### config.mk
export PLATFORM = sky130hd
export DESIGN_NAME = print_line_packetiser
export DESIGN_NICKNAME = d
export VERILOG_FILES = /design/src/rtl/print_line_packetiser.sv
export SDC_FILE = /design/constraint.sdc
export NUM_CORES = 1
export LEC_CHECK = 0
export BUFFER_PORTS_ARGS = -buffer_cell sky130_fd_sc_hd__clkbuf_2
export CORE_MARGIN = 4
export CORE_UTILIZATION = 25
export DETAILED_ROUTE_END_ITERATION = 10
export GPL_TIMING_DRIVEN = 0
export PLACE_DENSITY_LB_ADDON = 0.08
export SYNTH_ARGS = -nofsm -noshare
export SYNTH_HDL_FRONTEND = slang
export SYNTH_SLANG_ARGS = --single-unit
### constraint.sdc
create_clock -name clk -period 11.3 [get_ports clk]
set_input_delay 2.26 -clock clk [delete_from_list [all_inputs] [get_ports clk]]
set_output_delay 2.26 -clock clk [all_outputs]
set_load 0.02 [all_outputs]
### src/rtl/print_line_packetiser.sv
// Turns one accepted thermal-head dot line into a packet on the narrow output stream:
// a header word {line count, motor steps since the previous line}, then the line in WORD_WIDTH slices.
module print_line_packetiser #(
    parameter int HEAD_WIDTH = 384,
    parameter int WORD_WIDTH = 32
) (
    input  logic                  clk,
    input  logic                  reset,
    input  logic                  enable,
    input  logic                  step_pulse,
    input  logic                  line_valid,
    output logic                  line_ready,
    input  logic [HEAD_WIDTH-1:0] line_data,
    output logic                  out_valid,
    input  logic                  out_ready,
    output logic [WORD_WIDTH-1:0] out_data,
    output logic                  out_last,
    output logic                  busy
);
    localparam int WORDS = HEAD_WIDTH / WORD_WIDTH;
    localparam int IDX_W = (WORDS > 1) ? $clog2(WORDS) : 1;
    localparam logic [IDX_W-1:0] LAST_IDX = IDX_W'(WORDS - 1);

    typedef enum logic [1:0] {IDLE, HEADER, DATA} state_t;

    state_t                state_q, state_d;
    logic [IDX_W-1:0]      word_idx_q, word_idx_d;
    logic [15:0]           line_cnt_q, line_cnt_d;
    logic [15:0]           step_cnt_q, step_cnt_d;
    logic [HEAD_WIDTH-1:0] buf_q, buf_d;
    logic                  out_valid_q, out_valid_d;
    logic                  out_last_q, out_last_d;
    logic [WORD_WIDTH-1:0] out_data_q, out_data_d;
    logic                  line_ready_q, busy_q;
    logic                  accept, fire;

    assign accept = line_valid && line_ready_q;
    assign fire   = out_valid_q && out_ready;

    always_comb begin
        state_d     = state_q;
        word_idx_d  = word_idx_q;
        line_cnt_d  = line_cnt_q;
        step_cnt_d  = step_cnt_q;
        buf_d       = buf_q;
        out_valid_d = out_valid_q;
        out_last_d  = out_last_q;
        out_data_d  = out_data_q;

        // Step count saturates so a long paper feed reads as 0xFFFF, never a small wrapped value.
        if (step_pulse && (step_cnt_q != 16'hFFFF)) begin
            step_cnt_d = step_cnt_q + 16'd1;
        end

        unique case (state_q)
            IDLE: begin
                if (accept) begin
                    buf_d            = line_data;
                    out_data_d       = '0;
                    out_data_d[31:0] = {line_cnt_q, step_cnt_q};
                    line_cnt_d       = line_cnt_q + 16'd1;
                    step_cnt_d       = {15'd0, step_pulse};
                    out_valid_d      = 1'b1;
                    out_last_d       = 1'b0;
                    state_d          = HEADER;
                end
            end
            HEADER: begin
                if (fire) begin
                    word_idx_d = '0;
                    out_data_d = buf_q[0 +: WORD_WIDTH];
                    out_last_d = (LAST_IDX == '0);
                    state_d    = DATA;
                end
            end
            DATA: begin
                if (fire) begin
                    if (out_last_q) begin
                        out_valid_d = 1'b0;
                        out_last_d  = 1'b0;
                        out_data_d  = '0;
                        state_d     = IDLE;
                    end else begin
                        word_idx_d = word_idx_q + 1'b1;
                        out_data_d = buf_q[word_idx_d*WORD_WIDTH +: WORD_WIDTH];
                        out_last_d = (word_idx_d == LAST_IDX);
                    end
                end
            end
            default: state_d = IDLE;
        endcase
    end

    always_ff @(posedge clk) begin
        if (reset) begin
            state_q      <= IDLE;
            word_idx_q   <= '0;
            line_cnt_q   <= '0;
            step_cnt_q   <= '0;
            out_valid_q  <= 1'b0;
            out_last_q   <= 1'b0;
            out_data_q   <= '0;
            line_ready_q <= 1'b0;
            busy_q       <= 1'b0;
        end else begin
            state_q      <= state_d;
            word_idx_q   <= word_idx_d;
            line_cnt_q   <= line_cnt_d;
            step_cnt_q   <= step_cnt_d;
            out_valid_q  <= out_valid_d;
            out_last_q   <= out_last_d;
            out_data_q   <= out_data_d;
            // Ready waits one idle cycle after a packet ends, giving the 2-cycle inter-packet gap.
            line_ready_q <= (state_d == IDLE) && (state_q == IDLE) && enable;
            busy_q       <= (state_d != IDLE);
        end
    end

    always_ff @(posedge clk) begin
        buf_q <= buf_d;
    end

    assign line_ready = line_ready_q;
    assign out_valid  = out_valid_q;
    assign out_data   = out_data_q;
    assign out_last   = out_last_q;
    assign busy       = busy_q;
endmodule

# --- Word-level counts from Yosys, hierarchy flattened ---
# Index checks and enable logic that the tools add are counted.
word_totals:
  output_inout_bits: 36
  word_cells: 64
  in_bits: 390
  register_bits: 458
op_classes:
  n_shift: 1
  n_eq_ne: 9
  mux: 26
  reduce_logical: 15
  addsub: 3
ops:
  columns: ["op", "count"]
  rows:
  - ["variable part select 384 x 10 -> 32 bit", 1]
  - ["two-way mux 32 bit", 4]
  - ["case mux 32 bit (3 select lines)", 1]
  - ["two-way mux 16 bit", 3]
  - ["adder 16 x 1 -> 16 bit (second input constant)", 2]
  - ["inequality test 16 bit (second input constant)", 1]
  - ["two-way mux 4 bit", 3]
  - ["AND reduction 4 bit", 3]
  - ["inequality test 2 bit (second input constant)", 5]
  - ["two-way mux 2 bit", 4]
  - ["case mux 4 bit (2 select lines)", 1]
  - ["two-way mux 1 bit", 7]
  - ["case mux 2 bit (3 select lines)", 1]
  - ["nonzero test 2 bit", 3]
  - ["logical AND 1 bit", 5]
  - ["adder 4 x 1 -> 4 bit (second input constant)", 1]
  - ["== test 4 bit (second input constant)", 1]
  - ["logical NOT 2 bit", 2]
  - ["case mux 1 bit (3 select lines)", 1]
  - ["nonzero test 3 bit", 1]
  - ["== test 2 x 1 -> 1 bit (second input constant)", 1]
  - ["== test 2 bit (second input constant)", 1]
  - ["case mux 1 bit (2 select lines)", 1]
  - ["AND reduction 2 bit", 1]

# --- Longest topological paths before layout ---
# Gate-level depths: netlist (run 1).
depth:
  word_depth: 6
  depth_mapped: 12
  depth_no_buf: 7

# --- Worst setup path before layout (run 1) ---
# No wires, ideal clock.
synth_path:
  kind: "in2reg"
  start: "input port line_valid"
  end: "register line_cnt_q[14]"
  path_slack_ns: 3.207
  arrival_time_ns: 7.973
  setup_ns: 0.121
  n_path_buf: 0
  t_required_ns: 11.179
  cell_stages: 5
  cell_sequence: "nand3_1 inv_2 nand3_1 nor4_1 mux2_2"
synth_via:
  elab_chain_len: 2
synth_lines:
  columns: ["element", "line", "text"]
  rows:
  - ["from (decl)", "11", "input logic line_valid,"]
  - ["logical AND 1 bit", "37", "assign accept = line_valid && line_ready_q;"]
  - ["AND reduction 2 bit (no line)", null, null]
  - ["to (signal assigned)", "108", "line_cnt_q <= line_cnt_d;"]
  - ["to (decl)", "28", "logic [15:0] line_cnt_q, line_cnt_d;"]
# Every way passes these cells.
# A chain may end at the register's enable or synchronous reset.

# --- Worst setup path after layout (run 1) ---
layout_path:
  start: "input port line_valid"
  end: "register buf_q[158], enable pin"
layout_via:
  elab_chain_len: 2
layout_lines:
  columns: ["element", "line", "text"]
  rows:
  - ["logical AND 1 bit", "37", null]
  - ["AND reduction 2 bit (no line)", null, null]
  - ["to (signal assigned)", "120", "buf_q <= buf_d;"]
  - ["to (decl)", "30", "logic [HEAD_WIDTH-1:0] buf_q, buf_d;"]
# Every way passes these cells.

==> reports/results.txt, run 1 <==
Synth Instances -> 1120
DIE AREA -> 0.0783 mm²
Synth Area in Compound Gates -> 0.0656
Clk_lat worst skew -> 0.61 ns
Ports -> 426
Hold path depth -> 2
FF-to-FF path depth -> 12
Synth area leader -> edfxtp_1
Status -> complete, no violations
Fmax -> 0.242 GHz
Final hold violation count -> 0
Number of buffers created by CTS -> 56
Wirelength per Cell -> 23.6 µm
Post-synth top flop -> edfxtp_1
Critical Path RT -> 11.53 ns
Reg2reg end -> out_data[4]$_SDFFE_PP0P_
Simple-gate share of the synthesized area -> 0.0612
Vias in the first global route -> 13000
Period utilization -> 0.365
Iteration count of the initial detailed-routing pass -> 7
GP Congestion -> 0.767
Worst setup EP type -> flip-flop
Syn avg cell area -> 16.5 µm²
Layout area overhead -> 28.7%
Critical path's slowest cell -> inv_8
Post-synth EDFFs -> 384
Critical path buffers and inverters -> 4
Die height -> 280 µm
Worst-path clk slew -> 0.06 ns
CP dominant cell by count -> buf_16
Peak supply drop -> 0.118 mV
FF+latch area -> 0.0130 mm²
Global route hottest layer -> met2
Post-Synth Adder-Cell Area -> 0.00677
Post-CTS Resized -> 0
Post-synthesis cell area -> 0.0185 mm²
Fillers -> 7394
RSZ-0062 raised after global routing -> false
Worst rel slew slack -> 0.313
H-tree depth -> 2
Static Leak -> 8.38 nW
Setup bufs post-CTS -> 0
Core Area -> 0.0731 mm²
Synthesis Warnings -> 0
Via count -> 11900
Seq/Total Area, Yosys -> 0.704
Tot Pwr -> 3.96 mW
FP Rows -> 99
IO Port Bufs -> 425
Initial antenna violation count -> 17
Main combinational cell family by area after synthesis -> multiplexers
Synth top area cells -> edfxtp_1, mux4_2, dfxtp_1
Worst R2R Start -> word_idx_q[0]$_SDFFE_PP0P_
Chip width -> 280 µm
Mux cell area share after synthesis -> 0.139
Clock sink total -> 458
DRT iter0 DRCs -> 716
Crit Path Class -> input pin to flip-flop
Crit path from -> line_valid
Nets -> 2007
Max incr delay on CP -> 0.46 ns
Antenna viol nets, final -> 0
Power Density -> 166 mW/mm²
Largest buffer count on any clock path -> 3
Starting Density -> 0.253
Final setup vio count -> 0
Synth Area in XOR/XNOR -> 0.00474
Yosys top cell area share -> 0.624
Critical Path AT -> 4.36 ns
Hold Path End -> line_cnt_q[15]$_SDFFE_PP0P_
Worst Max-Slew Pin Slew -> 1.03 ns
Clock skew -> 0.0141 ns
Delay-heaviest family, CP -> buffers and inverters
Layout cell share with drive strength beyond 1 -> 0.413
Placed cells -> 2508
Post-layout util -> 0.326
Gr usage total -> 0.154
CTS Root Cell -> clkbuf_16
Cells along the critical path -> clkbuf_2 -> nand3_1 -> inv_8 -> buf_16 -> buf_16
Non-filler cells, final -> 2618
DRC -> 0
Yosys cell types -> 58
CTS Hold Bufs -> 0
CP Max Fanout -> 126
Largest net degree at the start of global routing -> 127
Async set or reset register ratio after synthesis -> 0
Routed wire length -> 61.9 mm
First-pass GRT wire length -> 87.5 mm
Seq cells post-synth -> 458
Final number of max-transition violations -> 0
DP HPWL -> 46.9 mm
Reg2reg setup slack -> 7.18 ns
GRT met2 Usage -> 0.268
Number of vias per cell -> 4.53
Period minus WS final -> 4.13 ns
Multi-input logic area -> 0.00512 mm²
Setup TNS -> 0 ns
Min-Delay Startpoint -> line_cnt_q[15]$_SDFFE_PP0P_
HP Class -> flip-flop to flip-flop
CTS tree -> built
Mapped Nets -> 1520
Max-cap viol count -> 0
M1 GR Usage -> 0.183
Total grt overflow -> 0
Startpoint Class -> input pin
Met3 Track Usage GR -> 0.0517
==> worst max path at each step <==
stage | to | slack [ns] | cells past startpoint
2_1_floorplan | line_cnt_q[14]$_SDFFE_PP0P_ | 3.21 | 5
3_3_place_gp | line_cnt_q[14]$_SDFFE_PP0P_ | 0.29 | 6
3_5_place_dp | buf_q[158]$_DFFE_PP_ | 6.50 | 5
4_1_cts | out_data[4]$_SDFFE_PP0P_ | 6.94 | 12
5_1_grt | out_data[4]$_SDFFE_PP0P_ | 6.73 | 12
6_report | buf_q[158]$_DFFE_PP_ | 7.17 | 5
==> cell type report <==
| type | count | area share |
|---|---|---|
| Clock buffer | 66 | 0.0614 |
| Timing Repair Buffer | 429 | 0.0932 |
| Tap cell | 959 | 0.0504 |
| Clock inverter | 37 | 0.0171 |
| Multi-Input combinational cell | 583 | 0.215 |
| Antenna cell | 7 | 0.000736 |
| Inverter | 14 | 0.00252 |
| Buffer | 65 | 0.0124 |
| Sequential cell | 458 | 0.547 |
==> flip-flops by register name, indices dropped and copies added (netlist names) <==
register and cells:
buf_q 384, out_data 32, line_cnt_q 16, step_cnt_q 16, word_idx_q 4, state_q 2, busy 1, line_ready 1
out_last 1, out_valid 1
==> worst register-to-register path, delay by kind of cell (launching register included) <==
family | cells | cell delay, ns
fa+ha+maj | 1 | 0.27
compound gates | 2 | 0.37
buf+inv | 8 | 2.59
flops | 1 | 0.32
mux | 1 | 0.43
==> cell usage in the layout, fill, tap and decap left out, types with 13 or more instances in the layout <==
master,instances
buf_2,14
nor2_1,54
mux2_2,34
or3_1,13
nand2_1,112
clkbuf_16,57
edfxtp_1,384
a21oi_1,56
a2bb2oi_1,32
a31oi_1,33
inv_1,13
mux4_2,96
clkbuf_1,47
dfxtp_1,74
clkinv_2,15
nand3_1,13
o21ai_0,42
clkbuf_2,425
==> cells in the mapped netlist (all sizes together) (2+ instances only) <==
cell type / instances
edfxtp: 384
nand2: 112
mux4: 96
dfxtp: 74
a21oi: 57
nor2: 54
o21ai: 42
clkbuf: 38
a31oi: 34
mux2: 34
a2bb2oi: 32
buf: 27
inv: 14
nand3: 13
or3: 13
nand4: 12
ha: 10
o31ai: 8
nor3: 6
or4: 6
xnor2: 6
nor4: 4
or2: 4
xor2: 4
a21bo: 3
and2: 3
nor2b: 3
a31o: 2
and4: 2
mux2i: 2
nand2b: 2
nand4b: 2
nor4b: 2
o311ai: 2
o41ai: 2
==> cells by family after synthesis <==
logic type / Yosys count
DFF: 458
and+or+nand+nor: 242
AOI/OAI and AO/OA: 189
muxes: 132
buffers and inverters: 79
xor gates and xnor gates: 10
adders and majority gates: 10
==> per-layer routing <==
layer / share of wire / vias to the layer above
met2: 0.50 / 356
li1: - / 5447
met3: 0.078 / 104
met4: 0.023 / 22
met1: 0.40 / 5929
met5: 0.0023 / -
==> power by group <==
group          internal (mW)  switching (mW)  leakage, nW  total [mW]
logic                 0.0888           0.108         3.36       0.197
registers               1.89          0.0178         4.10        1.91
clock network           1.12           0.727        0.924        1.85
total                   3.10           0.854         8.38        3.96
==> stage by stage <==
stage | instance area (µm²) | worst slack (ns) | hold slack, ns
after global routing | 23800 | 6.73 | 0.526
final | 23800 | 7.17 | 0.493
after floorplan | 18500 | 3.21 | 0.452
after global placement | 21800 | 0.293 | 0.471
after CTS | 23800 | 6.94 | 0.495
after detailed placement | 21900 | 6.50 | 0.485
Power figures use the tool's default switching activity.
==> run 2: changes to the inputs <==
- ABC_AREA: unset -> 1
- clock period: 11.3 -> 4.1 ns (I/O delays scaled with it)
==> reports/results.txt, run 2 <==
H-tree depth -> 2
Worst rel slew slack -> 0.283
CTS Hold Bufs -> 0
Most common cell after layout, fill and taps aside -> nand2_1
Synthesis Warnings -> 0
Clock skew -> 0.0250 ns
Startpoint Class -> flip-flop
Ports -> 426
Dpl ws -> -0.257 ns
Final hold violation count -> 0
Clk_lat worst skew -> 0.61 ns
CTS tree -> built
Met3 Track Usage GR -> 0.0454
M1 GR Usage -> 0.241
Seq/Total Area, Yosys -> 0.656
Chip width -> 290 µm
DRC -> 0
FP Rows -> 103
Layout cell share with drive strength beyond 1 -> 0.218
Layout area overhead -> 27.0%
Top reg by flops -> buf_q
CP dominant cell by count -> nand2_1
Synth top area cells -> edfxtp_1, nand2_1, dfxtp_1
Seq cells post-synth -> 458
Setup ws final -> 0.279 ns
Peak supply drop -> 0.290 mV
Core Area -> 0.0787 mm²
Iteration count of the initial detailed-routing pass -> 5
Period minus WS final -> 3.82 ns
Clock sink total -> 458
Power Density -> 446 mW/mm²
Reg2reg setup slack -> 0.28 ns
Initial antenna violation count -> 27
Post-synthesis cell area -> 0.0198 mm²
Most frequent cells in the layout -> nand2_1, clkbuf_2, edfxtp_1
Post-synth top cells -> nand2_1, edfxtp_1, inv_1, nand3_1, a21oi_1
Syn avg cell area -> 9.76 µm²
CP Max Fanout -> 10
Fillers -> 8379
Critical Path AT -> 4.28 ns
Static Leak -> 10.4 nW
Worst R2R Start -> word_idx_q[0]$_SDFFE_PP0P_
Post-place instance area -> 0.0234 mm²
Gr usage total -> 0.182
Worst Max-Slew Pin Slew -> 1.08 ns
Final setup vio count -> 0
Reg2reg end -> out_data[13]$_SDFFE_PP0P_
Critical Path RT -> 4.56 ns
Post-synth top flop -> edfxtp_1
Cells along the critical path -> inv_2 -> buf_2 -> buf_2 -> ha_1 -> buf_2 -> buf_1 -> nor2_1 -> o21ai_0 -> o21ai_1 -> nand2_1 -> nand2_1 -> nand2_1 -> nand2_1 -> nand2_1 -> a21oi_1
Starting Density -> 0.252
Number of buffers created by CTS -> 56
Critical path's slowest cell -> dfxtp_1
HP Class -> input pin to flip-flop
Wirelength per Cell -> 21.5 µm
Post-synth EDFFs -> 384
Fmax -> 0.262 GHz
Min-Delay Startpoint -> line_data[311]
DIE AREA -> 0.0839 mm²
Final number of max-transition violations -> 0
Mapped Nets -> 2431
GP Congestion -> 0.834
Total grt overflow -> 0
GRT met2 Usage -> 0.305
Hold Path End -> buf_q[311]$_DFFE_PP_
Antenna viol nets, final -> 0
Largest net degree at the start of global routing -> 121
Global route hottest layer -> met2
First-pass GRT wire length -> 110 mm
Max incr delay on CP -> 0.58 ns
Delay-heaviest family, CP -> buffers and inverters
Crit Path Class -> flip-flop to flip-flop
Largest buffer count on any clock path -> 3
RSZ-0062 raised after global routing -> true
Number of vias per cell -> 4.35
Die height -> 290 µm
CTS Root Cell -> clkbuf_16
Hold path depth -> 1
Critical path buffers and inverters -> 5
Routed wire length -> 78.0 mm
Via count -> 15800
Synth area leader -> edfxtp_1
Max-cap viol count -> 0
Synth Instances -> 2031
Nets -> 2916
Yosys top cell area share -> 0.581
Top-count cell post-synth -> nand2_1
DRT iter0 DRCs -> 1024
Vias in the first global route -> 16300
FF-to-FF path depth -> 15
Number of flip-flops under the largest register name -> 384
Worst-path clk slew -> 0.06 ns
Async set or reset register ratio after synthesis -> 0
Status -> complete, no violations
DP HPWL -> 59.5 mm
Fin area -> 0.0252 mm²
Period utilization -> 0.932
Worst setup EP type -> flip-flop
Yosys cell types -> 28
IO Port Bufs -> 424
## run 2: changes by cell type after synthesis, sizes merged, moves of 13 or more
| cell | delta |
|---|---|
| nand2 | +470 |
| inv | +231 |
| nand3 | +198 |
| mux4 | -96 |
| a21oi | +71 |
| o21ai | +69 |
| nor2 | +66 |
| mux2 | -34 |
| a2bb2oi | -32 |
| a31oi | -31 |
| buf | +29 |
| nor3 | +15 |
| clkbuf | +14 |
| or3 | -13 |
## run 2: timing repair
action                     in CTS  in global routing
buffers inserted                0                  0
gates resized for setup         4                  8
pin swaps                       0                  0
setup endpoints to repair      13                 19
gates cloned                    0                  0
## run 2: per-layer routing
| layer | vias up | wire length [µm] |
|---|---|---|
| li1 | 7723 | - |
| met1 | 7498 | 34300 |
| met4 | 26 | 1200 |
| met3 | 111 | 4950 |
| met2 | 406 | 37400 |
| met5 | - | 161 |
## run 2: power breakdown
| part | total, mW | internal, mW | switching (mW) |
|---|---|---|---|
| Sequential | 5.27 | 5.22 | 0.0475 |
| Clock | 4.92 | 2.88 | 2.03 |
| Combinational | 1.04 | 0.337 | 0.700 |
| Total | 11.2 | 8.44 | 2.78 |
## run 2: final cells by class
type,instances,area [µm²],share of cell area
Multi-Input combinational cell,1220,5420,0.215
Sequential cell,458,13000,0.517
Timing Repair Buffer,427,2200,0.0875
Antenna cell,13,32.5,0.00129
Clock buffer,69,1450,0.0576
Clock inverter,34,339,0.0135
Inverter,245,920,0.0365
Buffer,108,490,0.0195
Tap cell,1050,1310,0.0522
## run 2: how the worst max path moves through the flow
stage	start	to	slack, ns	depth (start not counted)
floorplan	line_valid	line_cnt_q[11]$_SDFFE_PP0P_	0.12	10
detailed placement	word_idx_q[0]$_SDFFE_PP0P_	out_data[3]$_SDFFE_PP0P_	-0.26	14
global placement	line_valid	line_cnt_q[11]$_SDFFE_PP0P_	-1.33	11
finish	word_idx_q[0]$_SDFFE_PP0P_	out_data[13]$_SDFFE_PP0P_	0.28	15
global route	word_idx_q[0]$_SDFFE_PP0P_	out_data[21]$_SDFFE_PP0P_	-0.04	14
CTS	word_idx_q[0]$_SDFFE_PP0P_	out_data[21]$_SDFFE_PP0P_	-0.03	15
## run 2: through the flow
| step | hold WS (ns) | total power, mW | setup TNS [ns] | std cells | util |
|---|---|---|---|---|---|
| floorplan | 0.458 | 5.87 | 0 | 2031 | - |
| global placement | 0.459 | 6.43 | -185.12 | 3505 | 0.296 |
| detailed placement | 0.457 | 6.43 | -1.22 | 3508 | 0.297 |
| CTS | 0.335 | 11.4 | -0.0866 | 3611 | 0.319 |
| global route | 0.338 | 11.7 | -0.214 | 3613 | 0.320 |
| finish | 0.377 | 11.2 | 0 | 3624 | 0.320 |
## run 2: cell families after synthesis
group / Yosys count / synth area share
flops: 458 / 0.656
buf+inv: 353 / 0.0703
xor+xnor: 15 / 0.00738
fa+ha+maj: 10 / 0.00631
compound gates: 245 / 0.0625
simple gates: 950 / 0.197
==> run 3: changes to the inputs <==
- HOLD_SLACK_MARGIN: unset -> 0.15
- clock period: 4.1 -> 3.5 ns (I/O delays scaled with it)
==> reports/results.txt, run 3 (same netlist as run 2, synthesis figures left out) <==
Startpoint Class -> flip-flop
Largest buffer count on any clock path -> 3
Gr usage total -> 0.180
FF+latch area -> 0.0130 mm²
Non-filler cells, final -> 3622
Wirelength per Cell -> 21.5 µm
Crit Path Class -> flip-flop to flip-flop
HP Class -> input pin to flip-flop
Setup bufs post-CTS -> 0
CTS Root Cell -> clkbuf_16
Final number of max-transition violations -> 0
Ports -> 426
Top reg by flops -> buf_q
Routed wire length -> 77.9 mm
Chip width -> 290 µm
Largest net degree at the start of global routing -> 148
Worst Max-Slew Pin Slew -> 0.978 ns
CP dominant cell by count -> nand2_1
Initial antenna violation count -> 26
Fmax -> 0.307 GHz
DP HPWL -> 58.9 mm
Layout cell share with drive strength beyond 1 -> 0.223
Hold path depth -> 1
Final setup vio count -> 0
First-pass GRT wire length -> 109 mm
Iteration count of the initial detailed-routing pass -> 6
Fillers -> 8282
Starting Density -> 0.252
Final hold violation count -> 0
Core Area -> 0.0787 mm²
Total grt overflow -> 0
Antenna viol nets, final -> 0
Vias in the first global route -> 16100
Number of buffers created by CTS -> 55
Clock skew -> 0.0193 ns
Crit path depth -> 14
Cells along the critical path -> inv_2 -> buf_4 -> ha_1 -> inv_1 -> buf_2 -> clkbuf_2 -> nand3_1 -> nand3_1 -> nand3_1 -> nand2_1 -> nand2_1 -> nand2_1 -> nand2_1 -> a21oi_1
Critical path's slowest cell -> clkbuf_2
Max incr delay on CP -> 0.43 ns
Multi-input logic area -> 0.00544 mm²
FP Rows -> 103
Clock sink total -> 458
Critical Path AT -> 3.78 ns
Power Density -> 516 mW/mm²
Most common cell after layout, fill and taps aside -> nand2_1
DRC -> 0
Status -> complete, no violations
Number of vias per cell -> 4.30
H-tree depth -> 2
Critical Path RT -> 4.03 ns
CP Max Fanout -> 19
Clk_lat worst skew -> 0.62 ns
Most frequent cells in the layout -> nand2_1, clkbuf_2, edfxtp_1
DIE AREA -> 0.0839 mm²
CTS tree -> built
Worst-path clk slew -> 0.07 ns
GP Congestion -> 0.812
IO Port Bufs -> 424
FF-to-FF path depth -> 14
Die height -> 290 µm
Tot Pwr -> 13.0 mW
Critical path buffers and inverters -> 5
Via count -> 15600
Worst setup EP type -> flip-flop
Period utilization -> 0.929
Fin Hold WS -> 0.254 ns
Number of flip-flops under the largest register name -> 384
Max-cap viol count -> 0
Layout area overhead -> 26.9%
Period minus WS final -> 3.25 ns
Peak supply drop -> 0.332 mV
RSZ-0062 raised after global routing -> false
DRT iter0 DRCs -> 967
Static Leak -> 10.4 nW
Nets -> 2914
Placed cells -> 3507
Delay-heaviest family, CP -> buffers and inverters
Worst rel slew slack -> 0.348
[run 3: cell types whose count changed in the layout (fill, tap and decap cells not counted), sizes merged]
cell and delta:
clkbuf +7, buf -4, bufinv -3, inv -2
[run 3: path summary, 6_finish.rpt]
check	from	endpoint	slack [ns]
worst min register to register	out_data[8]$_SDFFE_PP0P_	out_data[8]$_SDFFE_PP0P_	0.46
worst max register to register	word_idx_q[0]$_SDFFE_PP0P_	out_data[2]$_SDFFE_PP0P_	0.25
worst max-delay path	word_idx_q[0]$_SDFFE_PP0P_	out_data[2]$_SDFFE_PP0P_	0.25
worst min-delay path	line_data[59]	buf_q[59]$_DFFE_PP_	0.25
[run 3: stage by stage]
stage	area (µm²)	setup TNS [ns]	setup slack, ns	util
after floorplan	19800	0	0.390	-
after global placement	23300	-20.15	-0.776	0.296
after detailed placement	23300	-17.45	-0.758	0.296
after CTS	25100	0	0.0600	0.319
after global routing	25100	0	0.00830	0.319
final	25200	0	0.248	0.319
[run 3: routing by layer]
metal / share of wire / up-vias / track usage
li1: - / 7707 / -
met1: 0.43 / 7303 / 0.228
met2: 0.48 / 409 / 0.303
met3: 0.069 / 123 / 0.0502
met4: 0.021 / 22 / 0.0447
met5: 0.0019 / - / 0
[run 3: layout make-up]
type | instances | area share
sequential | 458 | 0.517
multi-input combinational | 1220 | 0.216
timing repair buffer | 427 | 0.0870
tap | 1050 | 0.0522
inverter | 245 | 0.0366
clock buffer | 73 | 0.0599
buffer | 107 | 0.0201
clock inverter | 29 | 0.00945
antenna | 13 | 0.00129
[run 3: report_power, final]
part | total, mW | switching (mW) | internal [mW]
logic | 1.21 | 0.815 | 0.395
clock network | 5.60 | 2.36 | 3.24
registers | 6.17 | 0.0546 | 6.12
[run 3: worst register-to-register path: cells and delay by family, from the launching register on]
| family | cells | cell delay, ns |
|---|---|---|
| AOI/OAI and AO/OA | 1 | 0.11 |
| adders and majority gates | 1 | 0.37 |
| buffers and inverters | 5 | 1.50 |
| DFF | 1 | 0.39 |
| and+or+nand+nor | 7 | 0.82 |
[run 3: timing repair]
action | CTS | global route
hold buffers | 0 | 0
gates cloned | 0 | 1
pin swaps | 0 | 0
resized for setup | 13 | 14
setup endpoints to repair | 32 | 14
